[src/rtl/mc14500_sequencer.sv]
// mc14500_sequencer: fetches program words and drives the ICU request handshake.
// Define MC14500_SEQ_RET_STACK_EN to add a JMP/RTN return-address stack.
package mc14500_pkg;
    typedef enum logic [3:0] {
        NOPO = 4'h0, LD, LDC, AND, ANDC, OR, ORC, XNOR,
        STO, STOC, IEN, OEN, JMP, RTN, SKZ, NOPF
    } instruction_t;
endpackage

module mc14500_sequencer
    import mc14500_pkg::*;
#(
    parameter int ADDR_W      = 8,
    parameter int STACK_DEPTH = 4
) (
    input  logic              clk,
    input  logic              rst,
    output logic [ADDR_W-1:0] prog_addr,
    input  logic [ADDR_W+3:0] prog_data,
    output instruction_t      instruction,
    output logic              req,
    input  logic              ack,
    input  logic              jmp,
    input  logic              rtn,
    input  logic              flag_o,
    input  logic              flag_f,
    output logic [ADDR_W-1:0] pc,
    output logic              flag_o_pulse,
    output logic              halted,
    output logic              stack_err
);
    typedef enum logic [2:0] {FETCH, LATCH, REQ, REL, EVAL, HALT} state_t;

    state_t            state;
    logic [ADDR_W-1:0] opnd_q;
    logic [ADDR_W-1:0] pc_inc;
    logic [ADDR_W-1:0] next_pc;

    assign pc_inc = pc + ADDR_W'(1);

`ifdef MC14500_SEQ_RET_STACK_EN
    localparam int SP_W  = $clog2(STACK_DEPTH + 1);
    localparam int IDX_W = (STACK_DEPTH > 1) ? $clog2(STACK_DEPTH) : 1;

    logic [ADDR_W-1:0] stack_mem [STACK_DEPTH];
    logic [SP_W-1:0]   sp;
    logic [SP_W-1:0]   sp_dec;
    logic              full;
    logic              empty;

    assign sp_dec = sp - SP_W'(1);
    assign full   = (sp == SP_W'(STACK_DEPTH));
    assign empty  = (sp == '0);

    always_comb begin
        next_pc = pc_inc;
        if (jmp)
            next_pc = opnd_q;
        else if (rtn && !empty)
            next_pc = stack_mem[IDX_W'(sp_dec)];
    end
`else
    // Without the stack a return is plain sequential flow.
    always_comb begin
        next_pc = pc_inc;
        if (jmp)
            next_pc = opnd_q;
        else if (rtn)
            next_pc = pc_inc;
    end

    assign stack_err = 1'b0;
`endif

    always_ff @(posedge clk) begin
        if (rst) begin
            state        <= FETCH;
            pc           <= '0;
            prog_addr    <= '0;
            instruction  <= NOPO;
            opnd_q       <= '0;
            req          <= 1'b0;
            flag_o_pulse <= 1'b0;
            halted       <= 1'b0;
`ifdef MC14500_SEQ_RET_STACK_EN
            sp           <= '0;
            stack_err    <= 1'b0;
`endif
        end else begin
            flag_o_pulse <= 1'b0;
            unique case (state)
                FETCH: begin
                    prog_addr <= pc;
                    state     <= LATCH;
                end
                LATCH: begin
                    instruction <= instruction_t'(prog_data[3:0]);
                    opnd_q      <= prog_data[ADDR_W+3:4];
                    req         <= 1'b1;
                    state       <= REQ;
                end
                REQ: begin
                    if (ack) begin
                        req   <= 1'b0;
                        state <= REL;
                    end
                end
                REL: begin
                    if (!ack)
                        state <= EVAL;
                end
                EVAL: begin
                    flag_o_pulse <= flag_o;
                    if (flag_f) begin
                        halted <= 1'b1;
                        state  <= HALT;
                    end else begin
                        // Address the next word now so it is ready by LATCH.
                        pc        <= next_pc;
                        prog_addr <= next_pc;
                        state     <= FETCH;
`ifdef MC14500_SEQ_RET_STACK_EN
                        if (jmp) begin
                            if (full) begin
                                stack_err <= 1'b1;
                            end else begin
                                stack_mem[IDX_W'(sp)] <= pc_inc;
                                sp <= sp + SP_W'(1);
                            end
                        end else if (rtn) begin
                            if (empty)
                                stack_err <= 1'b1;
                            else
                                sp <= sp_dec;
                        end
`endif
                    end
                end
                HALT: state <= HALT;
                default: state <= FETCH;
            endcase
        end
    end
endmodule
[config.mk]
export PLATFORM = sky130hd
export DESIGN_NAME = mc14500_sequencer
export DESIGN_NICKNAME = d
export VERILOG_FILES = /design/src/rtl/mc14500_sequencer.sv
export SDC_FILE = /design/constraint.sdc
export NUM_CORES = 1
export LEC_CHECK = 0
export CAP_MARGIN = 20
export CORE_UTILIZATION = 43
export DETAILED_ROUTE_END_ITERATION = 8
export PLACE_DENSITY_LB_ADDON = 0.12
export SLEW_MARGIN = 20
export SYNTH_ARGS = -nofsm -noshare
export SYNTH_HDL_FRONTEND = slang
export SYNTH_SLANG_ARGS = --single-unit
[constraint.sdc]
create_clock -name clk -period 1.5 [get_ports clk]
set_clock_uncertainty 0.05 [all_clocks]
set_input_delay 0.3 -clock clk [delete_from_list [all_inputs] [get_ports clk]]
set_output_delay 0.3 -clock clk [all_outputs]
set_load 0.005 [all_outputs]
==> results of run 1 <==
how the worst min path moves through the flow:
stage / start / depth (start not counted) / to
after floorplan: opnd_q[4]$_SDFFE_PP0P_ / 2 / opnd_q[4]$_SDFFE_PP0P_
after global placement: prog_addr[1]$_SDFFE_PP0P_ / 2 / prog_addr[1]$_SDFFE_PP0P_
after detailed placement: opnd_q[4]$_SDFFE_PP0P_ / 2 / opnd_q[4]$_SDFFE_PP0P_
after CTS: opnd_q[4]$_SDFFE_PP0P_ / 2 / opnd_q[4]$_SDFFE_PP0P_
after global routing: opnd_q[4]$_SDFFE_PP0P_ / 2 / opnd_q[4]$_SDFFE_PP0P_
final: opnd_q[4]$_SDFFE_PP0P_ / 2 / opnd_q[4]$_SDFFE_PP0P_
Yosys cell counts, drive strengths merged (2+ instances only):
| cell type | number | share of area |
|---|---|---|
| nand2 | 42 | 0.095 |
| dfxtp | 34 | 0.41 |
| a21oi | 30 | 0.091 |
| clkbuf | 13 | 0.029 |
| nor2 | 9 | 0.020 |
| o21ai | 9 | 0.027 |
| nand3 | 6 | 0.018 |
| a211oi | 5 | 0.026 |
| nor3 | 5 | 0.015 |
| inv | 4 | 0.0091 |
| buf | 3 | 0.011 |
| nor2b | 3 | 0.011 |
| o41ai | 3 | 0.016 |
| a21o | 2 | 0.0091 |
| a2bb2oi | 2 | 0.011 |
| nand3b | 2 | 0.0091 |
| nor3b | 2 | 0.0091 |
| nor4b | 2 | 0.011 |
| o211ai | 2 | 0.0091 |
| o221ai | 2 | 0.011 |
| o22ai | 2 | 0.0076 |
cell type report:
cell class	instances	area [sq um]
fill	299	1064
timing repair buffer	85	774.5
inverter	5	20.02
multi-input combinational	157	955.9
clock buffer	8	110.1
sequential	34	704.4
tap	48	60.06
power by group through the flow:
stage,clock network [W],logic [W],registers (W)
6_report,0.000783,0.000432,0.000991
5_1_grt,0.000839,0.000473,0.000995
4_1_cts,0.000804,0.000419,0.000986
3_5_place_dp,0,0.000413,0.00101
3_3_place_gp,0,0.000409,0.00101
2_1_floorplan,0,0.000206,0.00100
flip-flops by register name, indices dropped and copies added, names as in the netlist:
name,cells
opnd_q,8
pc,8
prog_addr,8
instruction,4
state,3
flag_o_pulse,1
halted,1
req,1
logic make-up after synthesis:
kind of cell	count (synthesis)	synth area share
compound gates	71	0.2787
xor+xnor	1	0.005288
fa+ha+maj	1	0.007552
buf+inv	21	0.05136
flops	34	0.4109
mux	1	0.006043
other cells	1	0.002264
simple gates	82	0.2379
metrics by stage:
stage,hold WS [ns],std cells,cell area [sq um]
2_1_floorplan,0.3812,212,1664
3_3_place_gp,0.3890,320,2341
3_5_place_dp,0.3915,320,2341
4_1_cts,0.4011,335,2541
5_1_grt,0.4271,337,2625
6_report,0.3987,337,2625
worst min-delay path, delay by kind of cell (launching register included):
family           cells  cell delay (ns)
AO/OA/AOI/OAI        1             0.05
flip-flops           1             0.31
AND/OR/NAND/NOR      1             0.05
what timing repair did:
item,4_1_cts,5_1_grt
cloned,0,1
resized for setup,26,24
setup buffers,7,2
endpoints found under the setup margin,15,31
pin swaps,4,11
per-layer routing:
metal	part of all wire	routed length (um)	vias up	track usage
met5	0	0	-	0
met4	0.019	92	0	0.09943
met3	0.062	297	12	0.03929
met2	0.48	2284	71	0.4016
met1	0.44	2114	892	0.3017
li1	-	-	925	-
placed cells by master, fill, tap and decap left out, types with 3 or more instances in the layout:
| cell type | instances |
|---|---|
| nand2_1 | 41 |
| buf_4 | 37 |
| a21oi_1 | 29 |
| clkdlybuf4s50_1 | 28 |
| dfxtp_1 | 19 |
| dfxtp_2 | 13 |
| nor2_1 | 9 |
| clkbuf_8 | 8 |
| o21ai_0 | 7 |
| dlygate4sd2_1 | 7 |
| buf_6 | 6 |
| nand3_1 | 5 |
| dlymetal6s2s_1 | 5 |
| inv_1 | 4 |
| a211oi_1 | 4 |
| nor3_1 | 4 |
| nor2b_1 | 3 |
==> results.md, run 1 <==
- Vias in the first global route: 1641
- Syn avg cell area: 7.814 sq um
- I/O pin total: 43
- Crit path launch type: flip-flop
- Vias post-DR: 1900
- Min Tclk post-route: 1.501 ns
- Fmax: 666.4 MHz
- Switching share of power: 0.2580
- Crit path to: pc[3]$_SDFFE_PP0P_
- Worst r2r src: state[0]$_SDFFE_PP0P_
- Max IR drop VDD: 0.5008 mV
- Setup CP Type: flip-flop to flip-flop
- Worst Path Max Fanout: 4
- Reg2reg end: pc[3]$_SDFFE_PP0P_
- Largest net degree at the start of global routing: 19
- Drt pass-1 iters: 4
- Clock Path Buffers: 2
- Core Rows: 22
- Cell Pwr Density: 840.4 nW/um^2
- Total GRT Usage: 0.2393
- Register share of total power: 0.449
- FF-to-FF path depth: 3
- Failing checks: negative setup slack
- Drt drc: 0
- Fin nets: 308
- Routed vias/inst: 5.638
- CP Cell Sequence: or4b_4 -> or3_1 -> a21oi_1
- Post-synth EDFFs: 0
- TritonCTS Sinks: 34
- Synth Register Bits: 34
- Status: finished, violations left
- Total power: 0.002206 W
- H-tree levels: 2
- Drt total wl: 4788 um
- Cell-internal power: 0.001637 W
- Crit path max-delay family: simple AND/OR/NAND/NOR gates
- Slew Limit Fails: 0
- FF-to-FF setup slack: -0.0007 ns
- Worst path max stage delay: 0.55 ns
- First-pass GRT wire length: 7555 um
- Die W: 64.07 um
- Worst-skew pair later-pin latency: 0.28 ns
- Hold_buf cts: 0
- Initial antenna violation count: 0
- DP Wirelength: 3272 um
- Clk network pwr share: 0.355
- PortBufs: 40
- Static Leak: 1.095 nW
- CORE AREA: 3689 sq um
- DRT antenna net count: 0
- WP buf/inv: 0
- Synthesized cell area: 1657 sq um
- Post-layout util: 0.7117
- Final worst setup slack: -0.0006530 ns
- CP Data Required Time: 1.67 ns
- Tcrit/Tclk final: 1.000
- Die area: 4105 sq um
- Pre-CTS setup slack: -0.3734 ns
- Crit path capture type: flip-flop
- Ys Warns: 0
- Reg clk slew, reported paths: 0.07 ns
- Critical Path Slowest Stage Cell: or4b_4
- RSZ-0062 raised after global routing: true
- Post-synth top flop: dfxtp_1
- Total gr overflow: 0
- Final Wtd Congestion: 0.8627
- Comb pwr share: 0.196
- P&R area growth vs syn: 58.46%
- Seq/Total Area, Yosys: 0.4109
- CTS tree: yes
- Num CTS Buffers: 5
- Worst min-delay path class: flip-flop to flip-flop
- WP depth: 3
- Async SR Flop Fraction: 0
- Post-synth cell types: 53
- Setup tns final: -0.0006530 ns
- Endpoints failing setup: 1
- Root Driver: clkbuf_8
- Final hold viol count: 0
- Max_cap viols: 0
- Die height: 64.07 um
- Antenna diode count: 0
- Syn_nets: 232
- Initial Utilization: 0.4491
- Net Sw Power: 0.0005692 W
- Gate Count Post-Synth: 212
- Iteration-0 DRC count of the detailed router: 123
- Routed len/inst: 14.21 um
- Share of post-route cells with drive strength above 1: 0.2941
- CP Data Arrival Time: 1.67 ns
- Worst Setup SP: state[0]$_SDFFE_PP0P_
Power figures use the tool's default switching activity.
==> run 2: changes to the inputs <==
Settings changed: HOLD_SLACK_MARGIN set to 0.12.
==> results of run 2 <==
Final layout, timing and power as in run 1 (identical DEF).
